<file path="src/rtl/block_loader_if.sv">
// block_loader_if: start, block position ROM and block handshake bundle for block_loader.
interface block_loader_if #(
    parameter int WIDTH      = 10,
    parameter int ADDR_WIDTH = 5
);
    logic                    start;
    logic [ADDR_WIDTH-1:0]   rom_addr;
    logic [WIDTH-1:0]        rom_q;
    logic                    blk_valid;
    logic                    blk_ready;
    logic [ADDR_WIDTH-1:0]   blk_index;
    logic [WIDTH/2-1:0]      blk_x;
    logic [WIDTH/2-1:0]      blk_y;
    logic                    busy;
    logic                    done;
    logic [ADDR_WIDTH:0]     count;

    modport master (
        input  start, rom_q, blk_ready,
        output rom_addr, blk_valid, blk_index, blk_x, blk_y, busy, done, count
    );

    modport slave (
        output start, rom_q, blk_ready,
        input  rom_addr, blk_valid, blk_index, blk_x, blk_y, busy, done, count
    );
endinterface

</file>
<file path="src/rtl/block_loader.sv">
// block_loader: walks the block position ROM and offers each entry downstream until the terminator or the last address.
module block_loader #(
    parameter int               WIDTH      = 10,
    parameter int               ADDR_WIDTH = 5,
    parameter logic [WIDTH-1:0] TERMINATOR = '1
) (
    input logic           clk,
    input logic           reset,
    block_loader_if.master bus
);
    localparam int HW = WIDTH / 2;

    typedef enum logic [2:0] {IDLE, FETCH, CAPTURE, OFFER, DONE} state_t;

    state_t                state, next_state;
    logic [ADDR_WIDTH-1:0] addr, index;
    logic [HW-1:0]         x, y;
    logic [ADDR_WIDTH:0]   cnt;
    logic                  is_term, accept;

    assign is_term = bus.rom_q == TERMINATOR;
    assign accept  = state == OFFER && bus.blk_ready;

    always_comb begin
        next_state = state;
        case (state)
            IDLE:    next_state = bus.start ? FETCH : IDLE;
            FETCH:   next_state = CAPTURE;
            CAPTURE: next_state = is_term ? DONE : OFFER;
            OFFER:   next_state = !bus.blk_ready ? OFFER : (addr == '1 ? DONE : FETCH);
            DONE:    next_state = IDLE;
            default: next_state = IDLE;
        endcase
    end

    always_ff @(posedge clk) begin
        if (reset) begin
            state <= IDLE;
            addr  <= '0;
            index <= '0;
            x     <= '0;
            y     <= '0;
            cnt   <= '0;
        end else begin
            state <= next_state;
            if (state == IDLE && bus.start) begin
                addr <= '0;
                cnt  <= '0;
            end
            if (state == CAPTURE && !is_term) begin
                x     <= bus.rom_q[HW-1:0];
                y     <= bus.rom_q[WIDTH-1:HW];
                index <= addr;
            end
            // the last address ends the load instead of wrapping back to 0
            if (accept) begin
                cnt <= cnt + 1'b1;
                if (addr != '1)
                    addr <= addr + 1'b1;
            end
        end
    end

    assign bus.rom_addr  = addr;
    assign bus.blk_valid = state == OFFER;
    assign bus.blk_index = index;
    assign bus.blk_x     = x;
    assign bus.blk_y     = y;
    assign bus.busy      = state != IDLE;
    assign bus.done      = state == DONE;
    assign bus.count     = cnt;
endmodule

</file>
<file path="src/flat_wrapper.sv">
// flat-port wrapper written by rule: the top's interface ports become plain ports
module block_loader_flat 
#(
    parameter int               WIDTH      = 10,
    parameter int               ADDR_WIDTH = 5,
    parameter logic [WIDTH-1:0] TERMINATOR = '1
)
  (clk, reset, bus_start, bus_rom_q, bus_blk_ready, bus_rom_addr, bus_blk_valid, bus_blk_index, bus_blk_x, bus_blk_y, bus_busy, bus_done, bus_count);
  block_loader_if #(.WIDTH(WIDTH), .ADDR_WIDTH(ADDR_WIDTH)) bus_i ();
  input logic clk;
  input logic reset;
  input wire logic [$bits(bus_i.start)-1:0] bus_start;
  input wire logic [$bits(bus_i.rom_q)-1:0] bus_rom_q;
  input wire logic [$bits(bus_i.blk_ready)-1:0] bus_blk_ready;
  output wire logic [$bits(bus_i.rom_addr)-1:0] bus_rom_addr;
  output wire logic [$bits(bus_i.blk_valid)-1:0] bus_blk_valid;
  output wire logic [$bits(bus_i.blk_index)-1:0] bus_blk_index;
  output wire logic [$bits(bus_i.blk_x)-1:0] bus_blk_x;
  output wire logic [$bits(bus_i.blk_y)-1:0] bus_blk_y;
  output wire logic [$bits(bus_i.busy)-1:0] bus_busy;
  output wire logic [$bits(bus_i.done)-1:0] bus_done;
  output wire logic [$bits(bus_i.count)-1:0] bus_count;
  assign bus_i.start = bus_start;
  assign bus_i.rom_q = bus_rom_q;
  assign bus_i.blk_ready = bus_blk_ready;
  assign bus_rom_addr = bus_i.rom_addr;
  assign bus_blk_valid = bus_i.blk_valid;
  assign bus_blk_index = bus_i.blk_index;
  assign bus_blk_x = bus_i.blk_x;
  assign bus_blk_y = bus_i.blk_y;
  assign bus_busy = bus_i.busy;
  assign bus_done = bus_i.done;
  assign bus_count = bus_i.count;
  block_loader #(.WIDTH(WIDTH), .ADDR_WIDTH(ADDR_WIDTH), .TERMINATOR(TERMINATOR)) u_core (.clk(clk), .reset(reset), .bus(bus_i));
endmodule
</file>
<file path="config.mk">
export PLATFORM = sky130hd
export DESIGN_NAME = block_loader_flat
export DESIGN_NICKNAME = d
export VERILOG_FILES = /design/src/rtl/block_loader_if.sv /design/src/rtl/block_loader.sv /design/src/flat_wrapper.sv
export SDC_FILE = /design/constraint.sdc
export NUM_CORES = 1
export LEC_CHECK = 0
export ABC_CLOCK_PERIOD_IN_PS = 1800
export CAP_MARGIN = 0
export CELL_PAD_IN_SITES_DETAIL_PLACEMENT = 0
export CELL_PAD_IN_SITES_GLOBAL_PLACEMENT = 2
export CORE_UTILIZATION = 24
export DETAILED_ROUTE_END_ITERATION = 10
export PLACE_DENSITY_LB_ADDON = 0.1
export SYNTH_ARGS = -nofsm -noshare
export SYNTH_HDL_FRONTEND = slang
export SYNTH_SLANG_ARGS = --single-unit
</file>
<file path="constraint.sdc">
create_clock -name clk -period 1.8 [get_ports clk]
set_input_delay 0.27 -clock clk [delete_from_list [all_inputs] [get_ports clk]]
set_output_delay 0.27 -clock clk [all_outputs]
set_load 0.01 [all_outputs]
</file>
# Word level (Yosys, flattened, before mapping)

Index checks and enable logic that the tools add are counted.

Memory bits (read-only): 0
Register bits after elaboration: 29
Memories kept: 0
RAM bits: 0
Input bits: 14
Bits in latches: 0
Output and inout port bits: 29
Logic and storage cells: 32

Divide/modulo/power cells: 0
Shifts and indexed selects: 0
$add $sub $neg: 2
Mux-type cells: 10
Reduce and logical (&&, ||, !) cells: 7
Equal/unequal tests: 7
Multipliers: 0
$lt $le $gt $ge: 0
Bitwise operators: 0

Operator list:

| kind                                                            | number |
|---|---|
| 5-bit two-way mux                                               | 3 |
| 6-bit two-way mux                                               | 2 |
| 3-bit case mux with 4 select lines                              | 1 |
| 10-bit == test, second input constant                           | 1 |
| 3-bit two-way mux                                               | 3 |
| 6-bit by 1-bit adder with 6-bit output, second input constant   | 1 |
| 3-bit by 2-bit == test with 1-bit output, second input constant | 2 |
| 5-bit by 1-bit adder with 5-bit output, second input constant   | 1 |
| 5-bit == test, second input constant                            | 1 |
| 5-bit inequality test, second input constant                    | 1 |
| 3-bit by 1-bit == test with 1-bit output, second input constant | 1 |
| 3-bit == test, second input constant                            | 1 |
| 1-bit logical AND                                               | 3 |
| 3-bit logical NOT                                               | 1 |
| 3-bit nonzero test                                              | 1 |
| 2-bit nonzero test                                              | 1 |
| 1-bit logical NOT                                               | 1 |
| 1-bit two-way mux                                               | 1 |

# Logic depth before layout (Yosys ltp)

Depth after elaboration: 5
Depth in mapped cells: 7
Gate-level depth less buffers: 6

# Least setup slack after synthesis

OpenSTA, ideal clock, no wires.

Kind: register -> register
Start: reg u_core.addr[0] (netlist: u_core.bus.rom_addr[0])
End: reg u_core.addr[3] (netlist: u_core.bus.rom_addr[3])
Clock period less this slack: 1764 ps
Library setup time: 121 ps
Arrival time: 1643 ps
Stages on the path, launching flop included: 7
Path buffers: 0
Path slack: 36 ps
Cell sequence: dfxtp_1 ha_1 and3_1 ha_1 nor2_1 nand4_1 mux2_2

Cells in the longest elaborated chain, start to end: 3
Elaborated cells on any way between the ends: 4
Those cells by class: add/sub (1); eq/ne (1); mux (2)

RTL lines:

| what                                                                            | line                                   | source |
|---|---|---|
| start, declared                                                                 | block_loader.sv:16                     | `logic [ADDR_WIDTH-1:0] addr, index;` |
| start signal, assigned                                                          | block_loader.sv:59                     | `addr <= addr + 1'b1;` |
| 5-bit by 1-bit adder with 5-bit output or 5-bit inequality test (tied branches) | block_loader.sv:59, block_loader.sv:58 |  |
| 5-bit two-way mux *                                                             | block_loader.sv:58                     | `if (addr != '1)` |
| 5-bit two-way mux *                                                             | block_loader.sv:56                     | `if (accept) begin` |

Every way passes the cells marked *; elsewhere a longest branch is shown, timed or not.
A chain may end at the register's enable or synchronous reset.

# Worst setup path in the final report

Start: reg u_core.state[1]
End: out bus_done

Cells in the longest elaborated chain, start to end: 1

RTL lines:

| what                   | line               | source |
|---|---|---|
| start, declared        | block_loader.sv:15 | `state_t state, next_state;` |
| start signal, assigned | block_loader.sv:45 | `state <= next_state;` |
| 3-bit == test          | block_loader.sv:70 | `assign bus.done = state == DONE;` |
| end, declared          | flat_wrapper.sv:21 | `output wire logic [$bits(bus_i.done)-1:0] bus_done;` |

Every way passes these cells.

==> qor.txt <==
Max Cap Viol: 0
Fin nets: 222
Core region area: 5470 um^2
Crit path kind: reg2out
Diode count: 0
CTS tree: built
Vias per cell: 4.57
IO Count: 43
Hold Crit Class: reg2reg
Peak Freq: 578 MHz
Gr ovfl total: 0
EDFF count, synth: 0
Placed wire-length estimate: 2.62 mm
Max stage delay on crit path: 0.56 ns
Setup slack at placement: -0.0141 ns
Port Buffer Count: 42
Critical Path, Cell by Cell: buf_4 > nor3b_1 > clkdlybuf4s50_1
Final WL: 3.54 mm
Reg clk slew, reported paths: 0.06 ns
Post-route ant nets: 0
Overall Power: 0.00145 W
Crit path buf inv count: 2
Slowest-stage cell, CP: clkdlybuf4s50_1
Slew Limit Headroom: 0.829
Worst vdd ir: 0.283 mV
Most common cell after layout, fill and taps aside: clkdlybuf4s50_1
CP Data Required Time: 1.53 ns
CTS buffer count: 5
Die H: 77.3 um
Dpl cells: 270
Layout area overhead: 51.7%
CP max FO: 9
Fin cells: 278
Syn nets: 162
Most frequent cells in the layout: clkdlybuf4s50_1, dfxtp_1, nor2_1
CP top delay family: buffers and inverters
Vias: 1271
First-pass GRT wire length: 5.65 mm
TritonCTS Sinks: 29
Pin count of the biggest net entering global routing: 24
Clk_lat worst skew: 0.27 ns
Post-CTS Setup Bufs: 0
Post-route core utilization: 0.378
Vias in the first global route: 1209
Leak: 0.843 nW
CP Capture Type: output pin
Slew at the pin closest to its max-slew limit: 0.253 ns
Fraction of layout cells with a size suffix above 1: 0.189
Rows: 27
Final setup skew: 0.00156 ns
Sequential cell area fraction in the yosys report: 0.426
Mapped Area: 1360 um^2
Crit start category: flop
Die area: 5980 um^2
Distinct cell type count after synthesis: 35
Max Transition Viols Final: 0
Final GP Congestion: 0.722
Average size of a mapped cell: 9.40 um^2
Drc violations: 0
Initial core utilization: 0.249
Arr. time, crit path: 1.46 ns
Final hold violations: 0
Cells after synthesis: 145
Async SR Flop Fraction: 0
Hold-fix buffers, CTS: 0
Power per cell area: 703 nW/um^2
Status: complete, no violations
Die X: 77.3 um
PnR worst setup slack: 0.0689 ns
Clk buf depth: 2
Root buffer cell: clkbuf_8
Htree depth: 2
Hold slack: 0.475 ns
Dominant synthesized flop cell: dfxtp_1
Yosys warns: 0
Final min period: 1.73 ns
Period utilization: 0.962
Router iterations before antenna repair: 4
Initial drt markers: 36
Final setup vio count: 0
Fillers: 593
Routed length per instance: 12.7 um
GRT Util Overall: 0.121
Initial antenna violation count: 0
Yosys reg bits: 29
cell families after synthesis:
logic type	after synthesis	synth area share
AOI/OAI and AO/OA	20	0.125
xor gates and xnor gates	2	0.0129
adders and majority gates	3	0.0276
buffers and inverters	13	0.0560
DFF	29	0.426
muxes	14	0.104
and+or+nand+nor	64	0.249
power breakdown:
part | total (W) | leakage (nW) | internal, W | switching (W)
registers | 0.000685 | 0.236 | 0.000666 | 0.0000190
clock network | 0.000505 | 0.0395 | 0.000274 | 0.000231
logic | 0.000262 | 0.568 | 0.000142 | 0.000120
worst min-delay path, cell delays in order, from the launching register on:
cell and delay (ns):
dfxtp_1 0.31, inv_1 0.06, a211oi_2 0.05
area by class of cell:
type                       count  area [um^2]  share of cell area
inverter                       4         15.0             0.00726
tap                           72         90.1              0.0436
sequential                    29          583               0.282
clock buffer                   8         80.1              0.0387
multi-input combinational    103          717               0.347
timing repair buffer          62          582               0.281
state kept, by name (all words and copies together), names as in the netlist:
signal / flops
u_core.bus.blk_index: 5
u_core.bus.blk_x: 5
u_core.bus.rom_addr: 5
u_core.bus.blk_y: 5
u_core.bus.count: 6
u_core.state: 3
synthesized netlist by cell type (3+ instances only):
master,number,area share
dfxtp_1,29,0.43
nor2_1,24,0.066
mux2i_1,13,0.095
nand2_1,9,0.025
a21oi_1,6,0.022
nor3_1,6,0.022
nor3b_1,5,0.028
a211oi_2,4,0.037
clkbuf_1,4,0.011
inv_1,4,0.011
nand4_1,4,0.018
a311oi_1,3,0.019
buf_6,3,0.025
ha_1,3,0.028
stage by stage:
step | instance area (um^2) | TNS, ns
global route | 2070 | -0.00388
global placement | 1970 | -0.0115
floorplan | 1360 | 0
CTS | 2060 | 0
finish | 2070 | 0
detailed placement | 1970 | -0.0141
final timing paths:
check | start | depth (start not counted) | endpoint | slack, ns
min reg2reg | u_core.bus.blk_y[1]$_SDFFE_PP0P_ | 2 | u_core.bus.blk_y[1]$_SDFFE_PP0P_ | 0.47
min | u_core.bus.blk_y[1]$_SDFFE_PP0P_ | 2 | u_core.bus.blk_y[1]$_SDFFE_PP0P_ | 0.47
max reg2reg | u_core.bus.rom_addr[0]$_SDFF_PP0_ | 6 | u_core.bus.rom_addr[2]$_SDFF_PP0_ | 0.10
max | u_core.state[1]$_SDFF_PP0_ | 3 | bus_done | 0.07
per-layer routing:
layer / share of wire / track usage
met1: 0.50 / 0.157
met2: 0.44 / 0.186
met3: 0.047 / 0.0341
met4: 0.0071 / 0.0509
met5: 0 / 0
timing repair:
item / in CTS / in global routing
setup endpoints to repair: 2 / 2
resized for setup: 3 / 3
pin swaps: 0 / 1
Power figures use the tool's default switching activity.
